<file path="config.mk">
export PLATFORM = sky130hd
export DESIGN_NAME = vga_write_bridge_flat
export DESIGN_NICKNAME = d
export VERILOG_FILES = /design/src/rtl/vga_write_bridge_if.sv /design/src/rtl/vga_write_bridge.sv /design/src/flat_wrapper.sv
export SDC_FILE = /design/constraint.sdc
export NUM_CORES = 1
export LEC_CHECK = 0
export ABC_AREA = 1
export BUFFER_PORTS_ARGS = -buffer_cell sky130_fd_sc_hd__buf_4
export CORE_MARGIN = 1.5
export CORE_UTILIZATION = 40
export DETAILED_ROUTE_END_ITERATION = 10
export PLACE_DENSITY = 0.58
export RECOVER_POWER = 25
export SYNTH_ARGS = -nofsm -noshare
export SYNTH_HDL_FRONTEND = slang
export SYNTH_SLANG_ARGS = --single-unit
</file>
<file path="constraint.sdc">
create_clock -name clk -period 6.4 [get_ports clk]
set_clock_uncertainty 0.05 [all_clocks]
set_input_delay 0.64 -clock clk [delete_from_list [all_inputs] [get_ports clk]]
set_output_delay 0.64 -clock clk [all_outputs]
set_load 0.02 [all_outputs]
</file>
<file path="src/rtl/vga_write_bridge_if.sv">
// rtl/vga_write_bridge_if.sv - CPU write port, status and framebuffer write bundle for vga_write_bridge
interface vga_write_bridge_if #(
    parameter int WORD_WIDTH = 32,
    parameter int FB_ADDR_W  = 17,
    parameter int PIXEL_W    = 8
) ();
    logic                  cpu_wr;
    logic [WORD_WIDTH-1:0] cpu_addr;
    logic [WORD_WIDTH-1:0] cpu_data;
    logic                  cpu_ready;
    logic                  stat_clr;
    logic [WORD_WIDTH-1:0] stat;
    logic                  fb_busy;
    logic                  fb_we;
    logic [FB_ADDR_W-1:0]  fb_addr;
    logic [PIXEL_W-1:0]    fb_data;

    // Environment side: CPU and VGA framebuffer
    modport master (
        output cpu_wr, cpu_addr, cpu_data, stat_clr, fb_busy,
        input  cpu_ready, stat, fb_we, fb_addr, fb_data
    );

    // Bridge side
    modport slave (
        input  cpu_wr, cpu_addr, cpu_data, stat_clr, fb_busy,
        output cpu_ready, stat, fb_we, fb_addr, fb_data
    );
endinterface

</file>
<file path="src/rtl/vga_write_bridge.sv">
// rtl/vga_write_bridge.sv - posted-write FIFO from CPU port to VGA framebuffer, with status word
// Optional macro VGA_BRIDGE_RANGE_CHECK_EN: drop and flag writes addressed at or beyond FB_SIZE.
module vga_write_bridge #(
    parameter int WORD_WIDTH = 32,
    parameter int DEPTH      = 8,
    parameter int FB_ADDR_W  = 17,
    parameter int PIXEL_W    = 8,
    parameter int FB_SIZE    = 76800
) (
    input  logic              clk,
    input  logic              rst,
    vga_write_bridge_if.slave bus
);
    localparam int AW = $clog2(DEPTH);
    localparam int EW = FB_ADDR_W + PIXEL_W;

    typedef enum logic {S_IDLE = 1'b0, S_DRAIN = 1'b1} state_t;

    logic [EW-1:0]         mem [DEPTH];
    logic [EW-1:0]         head;
    logic [AW-1:0]         wr_ptr;
    logic [AW-1:0]         rd_ptr;
    logic [AW:0]           count;
    logic [AW:0]           count_n;
    logic                  full;
    logic                  empty;
    logic                  accept;
    logic                  in_range;
    logic                  push;
    logic                  pop;
    logic                  overflow;
    logic                  overflow_n;
    logic                  range_err;
    logic                  range_err_n;
    logic [WORD_WIDTH-1:0] stat_q;
    logic [WORD_WIDTH-1:0] stat_n;
    logic [FB_ADDR_W-1:0]  fb_addr_q;
    logic [PIXEL_W-1:0]    fb_data_q;
    logic                  fb_we_d;
    state_t                state;
    state_t                state_n;
    logic                  unused_bits;

    assign full     = (count == (AW+1)'(DEPTH));
    assign empty    = (count == '0);
    assign accept   = bus.cpu_wr && !full;
    assign head     = mem[rd_ptr];

`ifdef VGA_BRIDGE_RANGE_CHECK_EN
    assign in_range = (bus.cpu_addr < WORD_WIDTH'(FB_SIZE));
`else
    assign in_range = 1'b1;
`endif

    // An out-of-range write is still accepted (ready is unaffected), it just never lands in the FIFO
    assign push = accept && in_range;

    assign unused_bits = ^{bus.cpu_addr[WORD_WIDTH-1:FB_ADDR_W], bus.cpu_data[WORD_WIDTH-1:PIXEL_W]};

    // Drain FSM: DRAIN means a framebuffer write was issued at the last edge
    always_ff @(posedge clk) begin
        if (!rst) state <= S_IDLE;
        else      state <= state_n;
    end

    always_comb begin
        state_n = S_IDLE;
        if (!empty && !bus.fb_busy) state_n = S_DRAIN;
    end

    always_comb begin
        pop     = 1'b0;
        fb_we_d = (state == S_DRAIN);
        if (!empty && !bus.fb_busy) pop = 1'b1;
    end

    always_comb begin
        count_n = count;
        case ({push, pop})
            2'b10:   count_n = count + (AW+1)'(1);
            2'b01:   count_n = count - (AW+1)'(1);
            default: count_n = count;
        endcase
    end

    // Sticky flags: a set event at the same edge beats a clear
    always_comb begin
        overflow_n  = overflow;
        range_err_n = range_err;
        if (bus.stat_clr) begin
            overflow_n  = 1'b0;
            range_err_n = 1'b0;
        end
        if (bus.cpu_wr && full)  overflow_n  = 1'b1;
        if (accept && !in_range) range_err_n = 1'b1;
    end

    always_comb begin
        stat_n        = '0;
        stat_n[0]     = (count_n != (AW+1)'(DEPTH));
        stat_n[1]     = (count_n == '0);
        stat_n[2]     = overflow_n;
        stat_n[3]     = range_err_n;
        stat_n[15:8]  = 8'(count_n);
    end

    always_ff @(posedge clk) begin
        if (push) mem[wr_ptr] <= {bus.cpu_addr[FB_ADDR_W-1:0], bus.cpu_data[PIXEL_W-1:0]};
    end

    always_ff @(posedge clk) begin
        if (!rst) begin
            wr_ptr    <= '0;
            rd_ptr    <= '0;
            count     <= '0;
            overflow  <= 1'b0;
            range_err <= 1'b0;
            fb_addr_q <= '0;
            fb_data_q <= '0;
            stat_q    <= WORD_WIDTH'(3);
        end else begin
            if (push) wr_ptr <= wr_ptr + AW'(1);
            if (pop) begin
                rd_ptr    <= rd_ptr + AW'(1);
                fb_addr_q <= head[EW-1:PIXEL_W];
                fb_data_q <= head[PIXEL_W-1:0];
            end
            count     <= count_n;
            overflow  <= overflow_n;
            range_err <= range_err_n;
            stat_q    <= stat_n;
        end
    end

    assign bus.cpu_ready = !full;
    assign bus.stat      = stat_q;
    assign bus.fb_we     = fb_we_d;
    assign bus.fb_addr   = fb_addr_q;
    assign bus.fb_data   = fb_data_q;
endmodule

</file>
<file path="src/flat_wrapper.sv">
// flat-port wrapper written by rule: the top's interface ports become plain ports
module vga_write_bridge_flat 
#(
    parameter int WORD_WIDTH = 32,
    parameter int DEPTH      = 8,
    parameter int FB_ADDR_W  = 17,
    parameter int PIXEL_W    = 8,
    parameter int FB_SIZE    = 76800
)
  (clk, rst, bus_cpu_wr, bus_cpu_addr, bus_cpu_data, bus_stat_clr, bus_fb_busy, bus_cpu_ready, bus_stat, bus_fb_we, bus_fb_addr, bus_fb_data);
  vga_write_bridge_if #(.WORD_WIDTH(WORD_WIDTH), .FB_ADDR_W(FB_ADDR_W), .PIXEL_W(PIXEL_W)) bus_i ();
  input  logic clk;
  input  logic rst;
  input wire logic [$bits(bus_i.cpu_wr)-1:0] bus_cpu_wr;
  input wire logic [$bits(bus_i.cpu_addr)-1:0] bus_cpu_addr;
  input wire logic [$bits(bus_i.cpu_data)-1:0] bus_cpu_data;
  input wire logic [$bits(bus_i.stat_clr)-1:0] bus_stat_clr;
  input wire logic [$bits(bus_i.fb_busy)-1:0] bus_fb_busy;
  output wire logic [$bits(bus_i.cpu_ready)-1:0] bus_cpu_ready;
  output wire logic [$bits(bus_i.stat)-1:0] bus_stat;
  output wire logic [$bits(bus_i.fb_we)-1:0] bus_fb_we;
  output wire logic [$bits(bus_i.fb_addr)-1:0] bus_fb_addr;
  output wire logic [$bits(bus_i.fb_data)-1:0] bus_fb_data;
  assign bus_i.cpu_wr = bus_cpu_wr;
  assign bus_i.cpu_addr = bus_cpu_addr;
  assign bus_i.cpu_data = bus_cpu_data;
  assign bus_i.stat_clr = bus_stat_clr;
  assign bus_i.fb_busy = bus_fb_busy;
  assign bus_cpu_ready = bus_i.cpu_ready;
  assign bus_stat = bus_i.stat;
  assign bus_fb_we = bus_i.fb_we;
  assign bus_fb_addr = bus_i.fb_addr;
  assign bus_fb_data = bus_i.fb_data;
  vga_write_bridge #(.WORD_WIDTH(WORD_WIDTH), .DEPTH(DEPTH), .FB_ADDR_W(FB_ADDR_W), .PIXEL_W(PIXEL_W), .FB_SIZE(FB_SIZE)) u_core (.clk(clk), .rst(rst), .bus(bus_i));
endmodule
</file>
== Word-level counts from Yosys, hierarchy flattened ==
Memories as Yosys holds them, arrays and structs flattened. A register that Yosys moved wholly into a read port is not among the register bits.
Index checks and enable logic that the tools add are counted.

* Flip-flop bits (word level): 45
* Bits in writable memories: 200
* Output and inout bits: 59
* Logic and storage cells: 33
* Memories kept: 1

* Add/subtract/negate cells: 4
* Equality and inequality tests: 4
* Muxes and demuxes: 7
* Reduce and logical (&&, ||, !) cells: 9

{| class="wikitable"
|+ Memories
! name !! words !! bits a word !! rd ports !! clocked after memory_dff !! write ports !! line !! text
|-
| u_core.mem || 8 || 25 || 1 || 1 || 1 || vga_write_bridge.sv:19 || <nowiki>logic [EW-1:0] mem [DEPTH];</nowiki>
|}

{| class="wikitable"
|+ Operators with widths
! cell !! count
|-
| 4-bit zero test || 2
|-
| 4-bit one-hot mux with 2 select lines || 1
|-
| 3-bit by 1-bit adder with 3-bit output, second input constant || 2
|-
| 1-bit 2-to-1 mux || 6
|-
| 4-bit by 1-bit adder with 4-bit output, second input constant || 1
|-
| 4-bit == test, second input constant || 1
|-
| 1-bit zero test || 4
|-
| 4-bit inequality test, second input constant || 1
|-
| 4-bit by 1-bit subtractor with 4-bit output, second input constant || 1
|-
| 1-bit logical AND || 3
|-
| 2-bit by 1-bit == test with 1-bit output, second input constant || 1
|-
| 2-bit == test, second input constant || 1
|}

== Logic depth before layout (Yosys ltp) ==
* Depth in word-level cells: 7
* Mapped depth: 17
* Depth with buffers taken out: 17

== Worst setup path after synthesis ==
OpenSTA, ideal clock, no wires.

* Kind: register -> register
* From: reg u_core.bus.stat[8] (netlist name)
* To: mem u_core.mem[0][0] in the netlist's numbering, enable pin
* Arrival: 2.097 ns
* Required time: 5.943 ns
* Setup slack: 3.846 ns
* Cell stages (with the launch flop): 7
* Clock period less this slack: 2.554 ns
* Cell sequence: dfxtp_1 > nor2_4 > nand2_4 > nand2_8 > inv_1 > nand2_1 > nor2_1

{| class="wikitable"
|+ RTL lines
! item !! line
|-
| end, declared || vga_write_bridge.sv:19
|}

==> results by stage <==
Cells and area:
- The proportion of layout cells with a drive suffix above 1 is 0.1478.
- The multi-input logic area is 0.002241 sq mm.
- The area of all placed cells without fillers is between 0.01 and 0.015 sq mm.
- The count of antenna diodes in the layout is 0.
- The sequential cells in the finished layout cover a total of ~0.0068 sq mm.
- For this run, the post-layout net count is approximately 860.
- Fill cells in the final layout number just over 2000.
- The area growth from synthesis to layout is 15.27%.
- The number of standard cells in the final layout excluding fillers is approximately 1100.

CTS:
- Once the clock tree was built, the setup fixing pass inserted 0 buffers.
- The clock sink total is about 240.
- Buffers inserted during clock tree synthesis total 25.
- The worst-case clock buffer depth is 3.
- For the worst-skew pair, the clock arrives at the later sink with an insertion delay of about 500 ps.
- In this run, post-CTS repair resized a total of 0 instances.
- After clock tree synthesis, the flow added hold-fix buffers numbering 0.
- The CTS tree is yes.
- In this run the number of H-tree levels came out at 1.
- The clock-pin slew on the worst setup and hold paths is about 60 ps.
- In this run the clock root is driven by a sky130_fd_sc_hd__clkbuf_16.

Critical path:
- The largest fanout on the critical path is 59.
- The kind of critical path is reg -> reg.
- The library cell appearing most often on the critical path is sky130_fd_sc_hd__inv_1.
- The startpoint type of the worst setup path is a flip-flop.
- The largest individual stage delay along the critical path comes from the cell sky130_fd_sc_hd__buf_4.
- Data on the critical path arrives at its endpoint at a little over 3000 ps.
- For this run, the slowest stage of the critical path takes ~530 ps.
- The required time at the worst-slack endpoint is a little under 7000 ps.
- The nature of the critical path endpoint is a flip-flop.
- Walking the worst path, the cells encountered are nor2_4 -> a21oi_4 -> buf_4 -> nand3_2 -> nand2_2 -> inv_1 -> ha_1 -> a21oi_1 -> inv_1 -> nand3_1 -> nand3_2 -> nand3b_1 -> nand2_1 -> inv_1 -> a21oi_2.

GRT:
- In the global route stage, overall resource usage came out at 0.1747.
- The via count of the first global-routing pass is between 6000 and 7000.
- For this run, global-route usage on met2 was measured as 0.2961.
- The met3 routing resource usage after global routing is 0.02889.
- For met1 alone, demand over resource in global routing was 0.2281.
- The wire length of the first global-routing pass is approximately 33000 microns.
- The initial antenna violation count was 0.
- The total overflow reported by the global router is 0.
- After global routing, the most crowded layer is met2.
- Entering global routing, the biggest net connects between 100 and 150 pins.

Logic synthesis:
- sky130_fd_sc_hd__edfxtp_1 takes more of the synthesized area than any other cell.
- Yosys printed 0 warnings.
- The cell area that synthesis handed to floorplanning was a little over 0.009 sq mm.
- The top cell type's share of synthesized area is 0.6424.
- The post-synthesis cell type count is 28.
- By area the synthesized netlist is led by sky130_fd_sc_hd__edfxtp_1 (64%), sky130_fd_sc_hd__dfxtp_1 (8.4%), sky130_fd_sc_hd__o21ai_0 (7.6%).
- In the synthesized netlist, the number of instances is around 740.
- The sequential area share after synthesis is 0.7259.
- The count of state elements after synthesis is approximately 240.
- The average instance in the mapped netlist occupies between 10 and 15 sq um.

Hold path:
- In this run the worst hold path is classified as in -> reg.

Pwr:
- The share of total power dissipated in the clock network is 0.306.
- The share of total power dissipated in sequential elements is 0.418.
- The power share of the combinational group is 0.276.
- Power spread over the standard cell area amounts to about 430 mW/mm^2.
- The switching share of power is 0.3287.
- VDD sags by at most 228.3 uV.
- For this design the static power due to leakage is between 3 and 4 nW.
- The internal power is between 3 and 4 mW.
- The reported net switching power is ~1.5 mW.

Die:
- between 100 and 150 I/O pins were placed.
- The number of standard-cell rows in the floorplan is between 50 and 60.
- The floorplan step set the die height to about 160 microns.
- The starting density of the core is 0.4104.
- The x dimension of the die is approximately 160 microns.
- In this run the standard cell core region covers roughly 0.023 sq mm.
- The die covers 0.02430 sq mm.

Timing:
- The total count of max-transition violations in the final report is 0.
- Setup total negative slack on the finished layout was measured at 0 ps.
- The total of endpoints with negative setup slack in the final report is 0.
- Measured against its own limit, the worst slew margin works out to 0.3050.
- At the pin with the least slew margin, the transition time is 1040 ps.
- The final number of hold-violating endpoints came to 0.
- Timing would allow up to 0.3715 GHz.
- The final cycle utilization of the critical path is 0.4206.
- The worst path needs roughly 2700 ps of the cycle, external delays included.
- Setup repair after global routing left no endpoint under its margin.

Run:
- The number of maximum-capacitance constraint violations is 0.

Detailed routing:
- The first-pass iteration count of the detailed router is 5.
- The number of nets with antenna violations after routing is 0.
- The detailed-route DRC error count is 0.
- The overall routed net length is about 21000 microns.
- The mean routed wirelength per cell is roughly 19 microns.
- The vias per cell is about 5.3.
- The first routing iteration left 365 violations.
- The routed via count is between 5000 and 6000.

Placed design:
- Input and output buffers added on the ports amount to 63.
- The placed instances occupy a cell area of between 0.01 and 0.015 sq mm.
- After legalization and detailed placement, the total HPWL measured about 11000 microns.
- Routability-driven placement finished with a final weighted congestion of 0.7364.
- Once placement completed, the tool counted placed cells totaling around 1100.

Run status:
- The flow ran to the end, and the final reports show no timing, DRC or antenna violations.
==> final cells by class <==
cell class,instances,share of cell area
Clock inverter,11,0.01033
Timing Repair Buffer,69,0.04215
Inverter,23,0.008127
Multi-Input combinational cell,428,0.2079
Tap cell,313,0.03634
Clock buffer,35,0.06525
Sequential cell,239,0.6299
==> per-layer routing <==
layer / vias to the layer above / share of wire
li1: 2761 / -
met5: - / 0
met2: 196 / 0.49
met1: 2935 / 0.43
met4: 0 / 0.024
met3: 38 / 0.055
==> cell usage in the layout, fill, tap and decap left out <==
master                         n
sky130_fd_sc_hd__o22ai_1      25
sky130_fd_sc_hd__clkbuf_16    25
sky130_fd_sc_hd__ha_1          4
sky130_fd_sc_hd__a21oi_4       1
sky130_fd_sc_hd__nand2_1      19
sky130_fd_sc_hd__nor2_2        3
sky130_fd_sc_hd__dfxtp_2       1
sky130_fd_sc_hd__dfxtp_1      38
sky130_fd_sc_hd__a21oi_1      35
sky130_fd_sc_hd__clkbuf_1     23
sky130_fd_sc_hd__clkbuf_8      4
sky130_fd_sc_hd__clkinvlp_4    2
sky130_fd_sc_hd__inv_6         1
sky130_fd_sc_hd__nand3_2       4
sky130_fd_sc_hd__bufinv_16     2
sky130_fd_sc_hd__a21oi_2       1
sky130_fd_sc_hd__nand2_4       1
sky130_fd_sc_hd__clkinv_2      5
sky130_fd_sc_hd__buf_4        52
sky130_fd_sc_hd__nand2_2       6
sky130_fd_sc_hd__edfxtp_1    200
sky130_fd_sc_hd__xnor2_1       2
sky130_fd_sc_hd__inv_2         2
sky130_fd_sc_hd__nor2_4        8
sky130_fd_sc_hd__o21ai_0     142
sky130_fd_sc_hd__clkinv_1      2
sky130_fd_sc_hd__o221ai_1     25
sky130_fd_sc_hd__nand2_8       1
sky130_fd_sc_hd__nand3_1       5
sky130_fd_sc_hd__o21ai_1      14
sky130_fd_sc_hd__nand3b_1      2
sky130_fd_sc_hd__conb_1       25
sky130_fd_sc_hd__inv_1        20
sky130_fd_sc_hd__nor2_1      105
==> Yosys cell counts (all sizes together) <==
library cell	n
a21oi	37
buf	39
clkbuf	32
conb	1
dfxtp	39
edfxtp	200
ha	4
inv	23
nand2	27
nand3	9
nand3b	2
nor2	116
o21ai	156
o221ai	25
o22ai	25
xnor2	2
==> critical path, delay by kind of cell, from the launching register on <==
kind	cells	cell delay (ps)
flip-flops	1	500
AO/OA/AOI/OAI	3	350
adder cells (fa/ha/maj)	1	170
buffers and inverters	4	740
AND/OR/NAND/NOR	7	770
==> power groups by stage <==
| stage | Sequential, mW | Combinational [mW] | Clock [mW] |
|---|---|---|---|
| after floorplan | 2.06 | 0.778 | 0 |
| after global placement | 1.96 | 1.24 | 0 |
| after detailed placement | 1.97 | 1.29 | 0 |
| after CTS | 1.94 | 1.29 | 1.44 |
| after global routing | 1.95 | 1.43 | 1.51 |
| final | 1.94 | 1.28 | 1.42 |
==> path summary, 6_finish.rpt <==
path | startpoint | endpoint | slack (ps) | cells after the start
hold reg to reg | u_core.bus.stat[2]$_SDFF_PN0_ | u_core.bus.stat[2]$_SDFF_PN0_ | 440 | 2
setup reg to reg | u_core.bus.stat[8]$_SDFF_PN0_ | u_core.bus.stat[1]$_SDFF_PN1_ | 3710 | 15
setup / recovery | u_core.bus.stat[8]$_SDFF_PN0_ | u_core.bus.stat[1]$_SDFF_PN1_ | 3710 | 15
hold / removal | bus_cpu_addr[10] | u_core.mem[1][18]$_DFFE_PP_ | 310 | 1
==> registers in the layout (all words and copies together) (netlist names) <==
register            count
u_core.mem            200
u_core.wr_ptr           3
u_core.rd_ptr           3
u_core.bus.fb_data      8
u_core.bus.fb_we        1
u_core.bus.stat         7
u_core.bus.fb_addr     17
==> logic make-up after synthesis <==
family	after synthesis	share of synthesized area
xor gates and xnor gates	2	0.001874
buffers and inverters	94	0.04992
AOI/OAI and AO/OA	243	0.1451
other	1	0.0004011
and+or+nand+nor	154	0.07147
adders and majority gates	4	0.005354
DFF	239	0.7259
==> metrics by stage <==
| step | util | setup WS (ps) | hold slack [ps] | power [mW] |
|---|---|---|---|---|
| 2_1_floorplan | - | 3846 | 393.6 | 2.839 |
| 3_3_place_gp | 0.4402 | 3609 | 411.6 | 3.202 |
| 3_5_place_dp | 0.4402 | 3569 | 435.9 | 3.258 |
| 4_1_cts | 0.4759 | 3721 | 282.9 | 4.677 |
| 5_1_grt | 0.4731 | 3514 | 299.3 | 4.888 |
| 6_report | 0.4731 | 3708 | 307.7 | 4.635 |
No activity file was read; power rests on OpenSTA's default activity.
